## src/rtl/fp_normalize_round.sv

```systemverilog
// Normalise-and-round stage behind the floating-point adder.
// Takes a raw sum (sign, signed biased exponent, mantissa with carry, hidden,
// fraction, guard and sticky bits). It shifts one bit per cycle until the
// mantissa is normalised or the value is denormalised to exponent 1. It then
// rounds to nearest-even and packs an IEEE-754 word with overflow and inexact
// flags.
//
// Handshake: an input is taken on a rising edge where valid_i & ready_o.
// A result is handed over on a rising edge where valid_o & ready_i. Each valid
// stays asserted and its data stays stable until the matching ready is seen.
module fp_normalize_round #(
    parameter int b = 32,
    parameter int e = 8,
    parameter int m = 23
) (
    input  logic         clk_i,
    input  logic         rst_i,
    input  logic         valid_i,
    output logic         ready_o,
    input  logic         isaret_i,
    input  logic [e+1:0] us_i,
    input  logic [m+3:0] mantis_i,
    output logic         valid_o,
    input  logic         ready_i,
    output logic [b-1:0] sonuc_o,
    output logic         tasma_o,
    output logic         kesin_degil_o,
    output logic [1:0]   dbg_state_o
);

    // One spare bit above the input exponent, so that +1 steps never wrap.
    localparam int XW = e + 3;
    localparam logic signed [XW-1:0] EXP_ONE = XW'(1);
    localparam logic signed [XW-1:0] EXP_MAX = XW'((1 << e) - 1);

    localparam logic [1:0] ST_IDLE  = 2'd0;
    localparam logic [1:0] ST_SHIFT = 2'd1;
    localparam logic [1:0] ST_ROUND = 2'd2;
    localparam logic [1:0] ST_DONE  = 2'd3;

    logic [1:0]           state_q, state_d;
    logic                 sign_q, sign_d;
    logic signed [XW-1:0] exp_q, exp_d;
    logic [m+3:0]         mant_q, mant_d;
    logic [b-1:0]         sonuc_q, sonuc_d;
    logic                 tasma_q, tasma_d;
    logic                 inexact_q, inexact_d;

    logic                 guard_w;
    logic                 sticky_w;
    logic                 round_up_w;
    logic [m+1:0]         sum_w;
    logic signed [XW-1:0] exp_r_w;
    logic [m-1:0]         frac_w;
    logic                 normal_w;
    logic                 ovf_w;
    logic [b-1:0]         packed_w;

    // Rounding and packing of the current mantissa/exponent (used in ROUND)
    always_comb begin
        guard_w    = mant_q[1];
        sticky_w   = mant_q[0];
        round_up_w = guard_w & (sticky_w | mant_q[2]);
        sum_w      = {1'b0, mant_q[m+2:2]} + {{(m+1){1'b0}}, round_up_w};
        if (sum_w[m+1]) begin
            exp_r_w = exp_q + EXP_ONE;
            frac_w  = '0;
        end else begin
            exp_r_w = exp_q;
            frac_w  = sum_w[m-1:0];
        end
        // A subnormal that rounds into the hidden bit becomes normal at exponent 1.
        normal_w = sum_w[m+1] | sum_w[m];
        ovf_w    = normal_w && (exp_r_w >= EXP_MAX);
        if (ovf_w) begin
            packed_w = {sign_q, {e{1'b1}}, {m{1'b0}}};
        end else if (normal_w) begin
            packed_w = {sign_q, exp_r_w[e-1:0], frac_w};
        end else begin
            packed_w = {sign_q, {e{1'b0}}, frac_w};
        end
    end

    // Next-state and datapath control
    always_comb begin
        state_d   = state_q;
        sign_d    = sign_q;
        exp_d     = exp_q;
        mant_d    = mant_q;
        sonuc_d   = sonuc_q;
        tasma_d   = tasma_q;
        inexact_d = inexact_q;
        case (state_q)
            ST_IDLE: begin
                if (valid_i) begin
                    if (mantis_i == '0) begin
                        // Zero takes one pass through ROUND, which packs +0 with clear flags.
                        sign_d  = 1'b0;
                        exp_d   = EXP_ONE;
                        mant_d  = '0;
                        state_d = ST_ROUND;
                    end else begin
                        sign_d  = isaret_i;
                        exp_d   = {us_i[e+1], us_i};
                        mant_d  = mantis_i;
                        state_d = ST_SHIFT;
                    end
                end
            end
            ST_SHIFT: begin
                if (mant_q[m+3] || (exp_q < EXP_ONE)) begin
                    // Right shift; the dropped bit folds into sticky.
                    mant_d = {1'b0, mant_q[m+3:2], mant_q[1] | mant_q[0]};
                    exp_d  = exp_q + EXP_ONE;
                end else if (!mant_q[m+2] && (exp_q > EXP_ONE)) begin
                    mant_d = {mant_q[m+2:0], 1'b0};
                    exp_d  = exp_q - EXP_ONE;
                end else begin
                    state_d = ST_ROUND;
                end
            end
            ST_ROUND: begin
                sonuc_d   = packed_w;
                tasma_d   = ovf_w;
                inexact_d = ovf_w | guard_w | sticky_w;
                state_d   = ST_DONE;
            end
            default: begin
                if (ready_i) begin
                    state_d = ST_IDLE;
                end
            end
        endcase
    end

    // State and result registers, cleared asynchronously
    always_ff @(posedge clk_i or negedge rst_i) begin
        if (!rst_i) begin
            state_q   <= ST_IDLE;
            sign_q    <= 1'b0;
            exp_q     <= '0;
            mant_q    <= '0;
            sonuc_q   <= '0;
            tasma_q   <= 1'b0;
            inexact_q <= 1'b0;
        end else begin
            state_q   <= state_d;
            sign_q    <= sign_d;
            exp_q     <= exp_d;
            mant_q    <= mant_d;
            sonuc_q   <= sonuc_d;
            tasma_q   <= tasma_d;
            inexact_q <= inexact_d;
        end
    end

    assign ready_o       = (state_q == ST_IDLE);
    assign valid_o       = (state_q == ST_DONE);
    assign sonuc_o       = sonuc_q;
    assign tasma_o       = tasma_q;
    assign kesin_degil_o = inexact_q;
    assign dbg_state_o   = state_q;

endmodule

```

## config.mk

```make
export PLATFORM = sky130hd
export DESIGN_NAME = fp_normalize_round
export DESIGN_NICKNAME = d
export VERILOG_FILES = /design/src/rtl/fp_normalize_round.sv
export SDC_FILE = /design/constraint.sdc
export NUM_CORES = 1
export LEC_CHECK = 0
export ABC_AREA = 1
export CORE_MARGIN = 1.5
export CORE_UTILIZATION = 40
export CTS_CLUSTER_DIAMETER = 120
export DETAILED_ROUTE_END_ITERATION = 12
export SLEW_MARGIN = 30
export SYNTH_ARGS = -nofsm -noshare
export SYNTH_HDL_FRONTEND = slang
export SYNTH_SLANG_ARGS = --single-unit
```

## constraint.sdc

```tcl
create_clock -name clk_i -period 3.1 [get_ports clk_i]
set_input_delay 0.93 -clock clk_i [delete_from_list [all_inputs] [get_ports clk_i]]
set_output_delay 0.93 -clock clk_i [all_outputs]
set_load 0.01 [all_outputs]
```

==> Word level (Yosys, flattened, before mapping) <==
Cells that the tools add are included.
{ "totals": {"reg_bits": 75, "in_bits": 42, "out_inout_bits": 38, "elab_cells": 58} }
{ "classes": {"addsub": 3, "n_lt_le_gt_ge": 3, "n_eq_ne": 7, "mux": 21, "n_bitwise": 6, "reduce_logical": 11} }
{ "ops": {"columns": ["operator", "n"], "rows": [
  ["$mux W27", 4],
  ["$mux W31", 2],
  ["$mux W11", 5],
  ["$pmux W27 S2", 1],
  ["$logic_not A27 Y1", 1],
  ["$add A24 B1 Y25", 1],
  ["$mux W23", 1],
  ["$pmux W11 S2", 1],
  ["$add A11 B2 Y11 const B", 1],
  ["$ge A11 B9 Y1 const B", 1],
  ["$gt A11 B2 Y1 const B", 1],
  ["$lt A11 B2 Y1 const B", 1],
  ["$sub A11 B2 Y11 const B", 1],
  ["$mux W2", 5],
  ["$ne A2 B2 Y1 const B", 3],
  ["$pmux W2 S3", 1],
  ["$or A1 B1 Y1", 5],
  ["$eq A2 B2 Y1 const B", 2],
  ["$reduce_and A4 Y1", 1],
  ["$reduce_bool A4 Y1", 1],
  ["$ne A3 B3 Y1 const B", 1],
  ["$reduce_and A3 Y1", 1],
  ["$eq A2 B1 Y1 const B", 1],
  ["$logic_and A1 B1 Y1", 2],
  ["other kinds (7)", 7]
]} }

==> Logic depth before layout (Yosys ltp) <==
{ "depth": {"depth_word": 8, "ltp_mapped": 19, "ltp_nobuf": 18} }

==> Worst setup path after synthesis <==
No wires, ideal clock.
{ "synth_timing": {"path_kind": "reg-to-reg", "from": "register mant_q[1]", "to": "register sonuc_q[21], in the netlist sonuc_o[21]", "setup_time_ns": 0.118, "t_arrival_ns": 1.961, "required_ns": 2.982, "slack_ns": 1.022, "path_stages_with_launch": 18, "n_path_buf": 1, "synth_period_minus_slack_ns": 2.078, "cell_sequence": "dfrtp_1 nand2_1 inv_1 ha_1 nand2_1 nor2_4 nand3_2 nor2_4 nand3_1 nand2_1 nand2_1 nor2_1 nand2_1 nand2_2 nand2_4 buf_6 nand3b_1 nand2_1"} }
{ "synth_between": {"elab_chain_cells": 6, "elab_cells_between_ends": 9, "classes_between": "1 x add/sub; 1 x order compare; 4 x mux; 2 x bitwise; 1 x reduce/logical"} }
{ "synth_rtl": {"columns": ["item", "line_no", "rtl"], "rows": [
  ["from (decl)", "44", "logic [m+3:0] mant_q, mant_d;"],
  ["from (signal assigned)", "150", "mant_q <= mant_d;"],
  ["$and A1 B1 Y1 (*)", "63", "round_up_w = guard_w & (sticky_w | mant_q[2]);"],
  ["$add A24 B1 Y25 (*)", "64", "sum_w = {1'b0, mant_q[m+2:2]} + {{(m+1){1'b0}}, round_up_w};"],
  ["$mux W11", "65", "if (sum_w[m+1]) begin"],
  ["$ge A11 B9 Y1", "74", "ovf_w = normal_w && (exp_r_w >= EXP_MAX);"],
  ["$logic_and A1 B1 Y1", "74", null],
  ["$mux W31 (*)", "75", "if (ovf_w) begin"],
  ["to (signal assigned)", "151", "sonuc_q <= sonuc_d;"],
  ["to (decl)", "45", "logic [b-1:0] sonuc_q, sonuc_d;"]
]} }
Mark *: on every way between the ends. The rest lies on a longest branch, timed or not.
A chain may end at the register's enable or synchronous reset.

==> Worst setup path in the final report <==
{ "layout_timing": {"from": "register state_q[1], in the netlist dbg_state_o[1]", "to": "output port ready_o"} }
{ "layout_between": {"elab_chain_cells": 1} }
{ "layout_rtl": {"columns": ["item", "line_no", "rtl"], "rows": [
  ["from (decl)", "41", "logic [1:0] state_q, state_d;"],
  ["from (signal assigned)", "147", "state_q <= state_d;"],
  ["$logic_not A2 Y1", "157", "assign ready_o = (state_q == ST_IDLE);"],
  ["to (decl)", "19", "output logic ready_o,"]
]} }
Every way passes these cells.

==> impl_metrics.tcl <==
set metrics [dict create \
    placed_area_mm2 0.00600 \
    num_rows 41 \
    seqPwrFrac_pct 29.2 \
    ys_types 36 \
    seqCellArea_mm2 0.00188 \
    multi_input_area_mm2 0.00282 \
    hpwlAfterDp_um 10700 \
    final_nets 858 \
    finalSetupViolCount 0 \
    grt_pass1_wl_um 23600 \
    worst_slew_pin_slew_ps 873 \
    portBuffers 79 \
    status "finished clean" \
    arrival_ps 1770 \
    htreeDepth 3 \
    slew_viol_final 0 \
    clock_latency_ps 340 \
    dieArea_mm2 0.0134 \
    pwr-share-clk_pct 17.2 \
    antenna_found_initial 0 \
    swShare_pct 47.5 \
    use_met1_pct 33.6 \
    cts_setup_buffers 0 \
    grt_max_degree 63 \
    power.density_mw_per_mm2 1050 \
    maxCapViolCount 0 \
    fin_tns_setup_ps 0 \
    hold_viol_final 0 \
    critPathCaptureType "primary output" \
    syn_nets 795 \
    routedWlPerCell_um 14.6 \
    fin_cells 984 \
    cts.sinks 75 \
    synth_top_area_share_pct 36.8 \
    skew_ps 8.79 \
    peakVddDrop_mv 0.538 \
    drc 0 \
    grt_overflow 0 \
    timing.fmax_mhz 370 \
    syn_inst 744 \
    synth_area_leaders "dfrtp_1 (37%), nand2_1 (22%), nand3_1 (5.7%)" \
    fin_crit_ps 2700 \
    postLayoutCoreUtil_pct 50.5 \
    clk_pin_slew_ps 60 \
    yosysSeqAreaShare_pct 36.8 \
    p_int_uw 3500 \
    n_antenna_cell 0 \
    hold_class "flip-flop to flip-flop" \
    gp_congestion 0.987 \
    cts_tree "built" \
    first_global_vias 4571 \
    netlist_area_mm2 0.00510 \
    leakage_uw 0.00306 \
    wirelength_um 14400 \
    startpoint_type "flip-flop" \
    crit_type "flip-flop to primary output" \
    required_ps 2170 \
    grt_use_met2_pct 33.5 \
    core_area_mm2 0.0125 \
    drive_above_1_share_pct 7.02 \
    dr.pass1.iters 5 \
    hold_buffers 0 \
    io_pins 80 \
    final.period_utilization_pct 87.2 \
    synth.largest_area_cell "dfrtp_1" \
    switchingPower_uw 3170 \
    vias_per_cell 5.08 \
    ant_nets 0 \
    use_met3_pct 4.03 \
    fillers 1321 \
    cts_buffers 9 \
    drt_iter0_markers 404 \
    vias 4995 \
    yosysWarnings 0 \
    p_comb_share_pct 53.5 \
    placed_cells 968 \
    fp.dieH_um 116 \
    ys_seq_elements 75 \
    rsz0062_at_grt "no" \
    fin_total_pwr_uw 6670 \
    cts-root-buf "clkbuf_16" \
    area_growth_syn_to_layout_pct 24.1 \
    start_util_pct 40.7 \
    clockBufferDepth 2 \
    max_slew_margin_pct 41.4 \
    cts-resized-gates 0 \
    busiest_layer "met1" \
    crit_fanout 6 \
    final_area_mm2 0.00632 \
    synth.avg_cell_area_um2 6.85 \
    die_width_um 116 \
    grt_usage_pct 22.7 \
]
## synth_stat cells, drive strengths merged
cell    count
a21oi      41
a31oi       1
buf        21
clkbuf     16
clkinv      3
dfrtp      75
ha          9
inv        50
nand2     297
nand3      64
nand3b      3
nand4       7
nor2       47
nor3       11
nor4        8
o211ai      5
o21ai      48
o31ai       4
or2         2
xnor2       2
xor2       30
## power groups by stage
stage          Sequential (uW)  Combinational, uW  Clock (uW)
6_report                  1950               3570        1150
5_1_grt                   2020               4040        1220
4_1_cts                   1940               3570        1170
3_5_place_dp              1950               3550           0
3_3_place_gp              1940               3510           0
2_1_floorplan             1850               2440           0
## layer usage
metal | vias to the layer above | share of wire, %
met5 | - | 0
met4 | 0 | 1.5
met3 | 13 | 6.4
met2 | 166 | 42
met1 | 2299 | 50
li1 | 2517 | -
## per-stage QoR
step | hold slack, ps | worst slack, ps
after floorplan | 449 | 1020
after global placement | 465 | 123
after detailed placement | 466 | 151
after CTS | 482 | 381
after global routing | 501 | 103
final | 478 | 398
## final timing paths
path,start,end,slack [ps],depth (start not counted)
worst max-delay path,dbg_state_o[1]$_DFFE_PN0P_,ready_o,400,3
worst min-delay path,sonuc_o[21]$_DFFE_PN0N_,sonuc_o[21]$_DFFE_PN0N_,480,2
worst max register to register,mant_q[1]$_DFFE_PN0P_,kesin_degil_o$_DFFE_PN0N_,420,18
worst min register to register,sonuc_o[21]$_DFFE_PN0N_,sonuc_o[21]$_DFFE_PN0N_,480,2
max in group asynchronous,rst_i,mant_q[2]$_DFFE_PN0P_,1730,2
min in group asynchronous,rst_i,sonuc_o[12]$_DFFE_PN0N_,670,1
## placed cells by master, fill, tap and decap left out, types with 2 or more instances in the layout
master / netlist / routed
nand4_1: 7 / 7
or2_2: 2 / 2
a21oi_1: 33 / 33
nand3b_1: 3 / 3
xor2_1: 30 / 30
ha_1: 9 / 9
nor3_1: 9 / 9
o211ai_1: 5 / 5
buf_4: 2 / 8
a21oi_2: 8 / 8
xnor2_1: 2 / 2
clkinv_4: 0 / 2
nand3_2: 6 / 6
inv_2: 4 / 4
clkinv_1: 3 / 3
inv_1: 46 / 46
buf_12: 0 / 2
clkdlybuf4s50_1: 0 / 78
nor4_1: 7 / 7
nor2_4: 2 / 2
nor2_1: 43 / 43
dfrtp_1: 75 / 75
nor2_2: 2 / 2
nand2_1: 294 / 294
clkbuf_16: 0 / 9
nand2_2: 2 / 2
inv_6: 0 / 2
o31ai_1: 4 / 4
nand3_1: 58 / 58
o21ai_0: 48 / 48
bufinv_16: 0 / 2
## worst max-delay path, cell delays in order, from the launching register on
cell,delay [ps]
dfrtp_1,450
inv_1,140
ha_1,260
clkdlybuf4s50_1,580
## registers in the layout, indices dropped and copies added, names as in the netlist
signal         flops
sonuc_o           32
mant_q            27
exp_q             11
dbg_state_o        2
kesin_degil_o      1
sign_q             1
tasma_o            1
## logic make-up after synthesis
group	after synthesis	synth area share, %
AO/OA/AOI/OAI	99	10.8
adder cells (fa/ha/maj)	9	2.21
flip-flops	75	36.8
AND/OR/NAND/NOR	439	36.9
XOR/XNOR	32	5.50
buffers and inverters	90	7.81
## cell type report
| cell class | count | area share [%] |
|---|---|---|
| Timing Repair Buffer | 89 | 14.0 |
| Tap cell | 172 | 3.40 |
| Multi-Input combinational cell | 579 | 44.6 |
| Clock inverter | 7 | 1.58 |
| Sequential cell | 75 | 29.7 |
| Clock buffer | 9 | 3.56 |
| Inverter | 53 | 3.15 |
(Power assumes the default switching activity.)
